**src/rtl/pc_sequencer.sv**
```systemverilog
// Fetch PC sequencer: sequential advance, branch/trap redirect with flush bubbles,
// stall hold and halt/resume. All outputs are registered.
module pc_sequencer #(
  parameter logic [31:0] RESET_VECTOR = 32'h0000_0000,
  parameter logic [31:0] TRAP_VECTOR  = 32'h0000_0080,
  parameter int unsigned BUNDLE_BYTES = 8,
  parameter int unsigned FLUSH_CYCLES = 2
) (
  input  logic        clk,
  input  logic        reset,
  input  logic        stall,
  input  logic        branch_taken,
  input  logic [31:0] branch_target,
  input  logic        trap,
  input  logic        halt_req,
  input  logic        resume,
  output logic [31:0] pc,
  output logic        pc_valid,
  output logic        flush,
  output logic [31:0] epc,
  output logic        misaligned,
  output logic        halted
);

  // state  | meaning
  // BOOT   | one idle cycle after reset, inputs ignored
  // RUN    | issuing fetches, pc_valid high
  // FLUSH  | squashing wrong-path bundles after a redirect
  // HALTED | fetch stopped until resume or trap
  typedef enum logic [1:0] {
    S_BOOT   = 2'd0,
    S_RUN    = 2'd1,
    S_FLUSH  = 2'd2,
    S_HALTED = 2'd3
  } state_t;

  localparam logic [31:0] ALIGN_MASK = 32'(BUNDLE_BYTES - 1);
  localparam logic [31:0] PC_STEP    = 32'(BUNDLE_BYTES);
  localparam logic [2:0]  CNT_LOAD   = 3'(FLUSH_CYCLES - 1);

  state_t      state_q, state_d;
  logic [31:0] pc_q, pc_d;
  logic [31:0] epc_q, epc_d;
  logic [2:0]  cnt_q, cnt_d;
  logic        pc_valid_q, pc_valid_d;
  logic        flush_q, flush_d;
  logic        misaligned_q, misaligned_d;
  logic        halted_q, halted_d;

  always_ff @(posedge clk or negedge reset) begin
    if (!reset) begin
      state_q      <= S_BOOT;
      pc_q         <= RESET_VECTOR;
      epc_q        <= 32'h0;
      cnt_q        <= 3'd0;
      pc_valid_q   <= 1'b0;
      flush_q      <= 1'b0;
      misaligned_q <= 1'b0;
      halted_q     <= 1'b0;
    end else begin
      state_q      <= state_d;
      pc_q         <= pc_d;
      epc_q        <= epc_d;
      cnt_q        <= cnt_d;
      pc_valid_q   <= pc_valid_d;
      flush_q      <= flush_d;
      misaligned_q <= misaligned_d;
      halted_q     <= halted_d;
    end
  end

  always_comb begin
    state_d      = state_q;
    pc_d         = pc_q;
    epc_d        = epc_q;
    cnt_d        = cnt_q;
    misaligned_d = 1'b0;

    unique case (state_q)
      S_BOOT: state_d = S_RUN;

      S_RUN: begin
        if (trap) begin
          epc_d   = pc_q;
          pc_d    = TRAP_VECTOR;
          cnt_d   = CNT_LOAD;
          state_d = S_FLUSH;
        end else if (branch_taken) begin
          pc_d         = branch_target & ~ALIGN_MASK;
          misaligned_d = (branch_target & ALIGN_MASK) != 32'h0;
          cnt_d        = CNT_LOAD;
          state_d      = S_FLUSH;
        end else if (halt_req) begin
          state_d = S_HALTED;
        end else if (!stall) begin
          pc_d = pc_q + PC_STEP;
        end
      end

      // A trap here re-vectors without overwriting the original epc.
      S_FLUSH: begin
        if (trap) begin
          pc_d  = TRAP_VECTOR;
          cnt_d = CNT_LOAD;
        end else if (cnt_q == 3'd0) begin
          state_d = S_RUN;
        end else begin
          cnt_d = cnt_q - 3'd1;
        end
      end

      S_HALTED: begin
        if (trap) begin
          epc_d   = pc_q;
          pc_d    = TRAP_VECTOR;
          cnt_d   = CNT_LOAD;
          state_d = S_FLUSH;
        end else if (resume) begin
          state_d = S_RUN;
        end
      end

      default: state_d = S_BOOT;
    endcase

    pc_valid_d = (state_d == S_RUN);
    flush_d    = (state_d == S_FLUSH);
    halted_d   = (state_d == S_HALTED);
  end

  assign pc         = pc_q;
  assign pc_valid   = pc_valid_q;
  assign flush      = flush_q;
  assign epc        = epc_q;
  assign misaligned = misaligned_q;
  assign halted     = halted_q;

endmodule

```
**config.mk**
```make
export PLATFORM = sky130hd
export DESIGN_NAME = pc_sequencer
export DESIGN_NICKNAME = d
export VERILOG_FILES = /design/src/rtl/pc_sequencer.sv
export SDC_FILE = /design/constraint.sdc
export NUM_CORES = 1
export LEC_CHECK = 0
export ABC_CLOCK_PERIOD_IN_PS = 4000
export BUFFER_PORTS_ARGS = -buffer_cell sky130_fd_sc_hd__buf_2
export CELL_PAD_IN_SITES_DETAIL_PLACEMENT = 0
export CELL_PAD_IN_SITES_GLOBAL_PLACEMENT = 1
export CORE_ASPECT_RATIO = 2
export CORE_MARGIN = 3
export CORE_UTILIZATION = 37
export CTS_CLUSTER_DIAMETER = 30
export CTS_CLUSTER_SIZE = 16
export DETAILED_ROUTE_END_ITERATION = 8
export GPL_ROUTABILITY_DRIVEN = 0
export PLACE_DENSITY_LB_ADDON = 0.1
export SLEW_MARGIN = 5
export SYNTH_ARGS = -nofsm -noshare
export SYNTH_HDL_FRONTEND = slang
export SYNTH_SLANG_ARGS = --single-unit
```
**constraint.sdc**
```tcl
create_clock -name clk -period 4 [get_ports clk]
set_input_delay 0 -clock clk [delete_from_list [all_inputs] [get_ports clk]]
set_output_delay 0 -clock clk [all_outputs]
set_load 0.005 [all_outputs]
```
==> flow_summary.toml <==
[outcome]
status = "completed"

[global_routing]
met3_usage_pct = 4.26
grt_usage_pct = 19.2
grt_overflow = 0
grt_pass1_wl_um = 15200
grt_antenna_before_repair = 0
use_met2_pct = 33.3
grtUsageMet1_pct = 22.4
grt_max_degree = 68
grt_busiest_layer = "met2"
grt_pass1_vias = 2859

[routing]
wirelength_um = 9520
avgViaCountPerCell = 5.28
drtIter0Drc = 152
via_count = 2933
drc = 0
postRouteAntennaNets = 0
firstDrtPassIters = 5
wl_per_cell_um = 17.1

[floorplan]
coreArea_mm2 = 0.00901
num_io_pins = 107
fp.dieArea_mm2 = 0.0105
dieHeight_um = 142
die_x_um = 73.9
start_util_pct = 37.9
rows = 49

[power]
pwr_density_cell_mw_per_mm2 = 471
clkPwrFrac_pct = 33.0
share_seq_of_total_power_pct = 43.3
switchingPower_uw = 649
combPwrFrac_pct = 23.6
switching_share_pct = 30.9
p_int_uw = 1450
ir_drop_v = 0.000234
p_leak_uw = 0.00224

[worst_setup_path]
critPathKind = "reg -> reg"
crit_arrival_ps = 2510
setup.worst_path.end_class = "flip-flop"
critPathMaxFanout = 17
crit_required_ps = 4260
cp-start-kind = "flip-flop"

[logic_synthesis]
ys_types = 49
synth_warnings = 0
ys_seq_elements = 67
synth.cell_area_mm2 = 0.00341
postSynthCellCount = 331
synth_area_leaders = "dfrtp_1, mux2_2, o21ai_0"
yosys.area.top_type = "dfrtp_1"
synth_edf_count = 0
syn_area_per_cell_um2 = 10.3
synthDominantCellAreaShare_pct = 49.1
yosysSeqAreaShare_pct = 49.1
synth_ff_type = "dfrtp_1"
synthArstFlopShare_pct = 100

[finish]
layout_commonest_cell = "buf_2"
fillCellCount = 886
drive_above_1_share_pct = 33.3
area_growth_pct = 30.5
nets = 491
post-route-cell-area_mm2 = 0.00445
final_util_pct = 49.4
antennaDiodeCount = 0
mostFrequentLayoutCells = "buf_2, dfrtp_1, o21ai_0, nand2_1, mux2_2"

[clock_network]
clockRootBuffer = "clkbuf_16"
htreeDepth = 3
path_clk_slew_ps = 50
holdBufCountCts = 24
insertion_delay_ps = 330
clockBufferDepth = 2
numCtsBuffers = 9
cts_setup_buffers = 0
cts-resized-gates = 0
cts_tree = "done"
cts_sinks = 67

[sta]
finalClockSkew_ps = 5.19
fin_tns_setup_ps = 0
period_share_pct = 56.3
worstMarginPinSlew_ps = 870
fmax_mhz = 444
rsz0062_at_grt = "false"
setup_slack_ps = 1750
slew_headroom_pct = 42.0
setup_violations = 0
hold_viol = 0
layout_min_cycle_time_ps = 2250
whs_ps = 5.41
slew_violations = 0

[flow_run]
drv_cap = 0

[placed_design]
io_buffers = 100
placed_cell_area_mm2 = 0.00396
hpwl_um = 6760
place_ws_ps = 2010

[min_path]
hp-class = "in -> reg"
-- critical path: stages (launching register included) --
cell	delay, ps
dfrtp_1	500
nor3b_2	270
and2_1	640
o31a_1	240
dlygate4sd3_1	540
-- synth_stat cells, types with 2 or more instances --
cell type	number
ha_1	3
xnor2_1	9
nor4_1	2
clkbuf_1	9
a21oi_1	8
o311ai_1	2
nand3_1	15
buf_2	8
and3_1	6
nor3_1	5
a31oi_1	2
a22oi_1	12
nand4_1	4
nor2b_1	5
dfrtp_1	67
o21ai_0	29
inv_1	9
nand2_1	29
o211ai_1	2
nor2_1	16
buf_4	6
and2_1	2
a22o_1	8
mux2_2	27
a32oi_1	2
xor2_1	10
mux2i_1	3
o21ai_1	10
-- layer usage --
metal | vias to the layer above | share of wire [%]
li1 | 1412 | -
met1 | 1433 | 39
met2 | 77 | 55
met3 | 11 | 4.4
met4 | 0 | 2.1
met5 | - | 0
-- sequential cells by signal, summed over array words and instances, names as in the netlist --
name / cells
halted: 1
epc: 29
pc: 29
flush: 1
cnt_q: 3
state_q: 2
pc_valid: 1
misaligned: 1
-- cells by family after synthesis --
kind of cell | count (synthesis) | share of synthesized area [%]
compound gates | 83 | 15.3
xor+xnor | 19 | 4.87
fa+ha+maj | 3 | 1.10
buf+inv | 34 | 4.91
flops | 67 | 49.1
mux | 30 | 9.78
other cells | 1 | 0.110
simple gates | 94 | 14.8
-- worst paths after layout --
check | start | end | slack (ps) | depth (start not counted)
setup / recovery | state_q[1] | misaligned | 1750 | 4
hold / removal | branch_target[8] | pc[8] | 5 | 4
setup reg to reg | state_q[1] | misaligned | 1750 | 4
hold reg to reg | epc[7] | epc[7] | 480 | 2
max in group asynchronous | reset | pc[5] | 3100 | 2
min in group asynchronous | reset | cnt_q[2] | 330 | 2
-- cell type report --
class / instances / area, µm² / area share [%]
clock buffer: 13 / 240 / 5.39
clock inverter: 3 / 15.0 / 0.337
inverter: 9 / 33.8 / 0.758
multi-input combinational: 235 / 1600 / 35.8
sequential: 67 / 1680 / 37.6
tap: 102 / 128 / 2.87
timing repair buffer: 127 / 766 / 17.2
-- power by group through the flow --
stage / registers [µW] / logic, µW / clock network [µW]
2_1_floorplan: 889 / 302 / 0
4_1_cts: 912 / 512 / 714
3_3_place_gp: 919 / 489 / 0
5_1_grt: 931 / 558 / 742
3_5_place_dp: 924 / 493 / 0
6_report: 910 / 496 / 693
-- per-stage QoR --
step | power, µW | std cells
2_1_floorplan | 1190 | 336
3_3_place_gp | 1410 | 516
3_5_place_dp | 1420 | 516
4_1_cts | 2140 | 556
5_1_grt | 2230 | 556
6_report | 2100 | 556
Note: power is estimated with default switching activity, not from simulation.
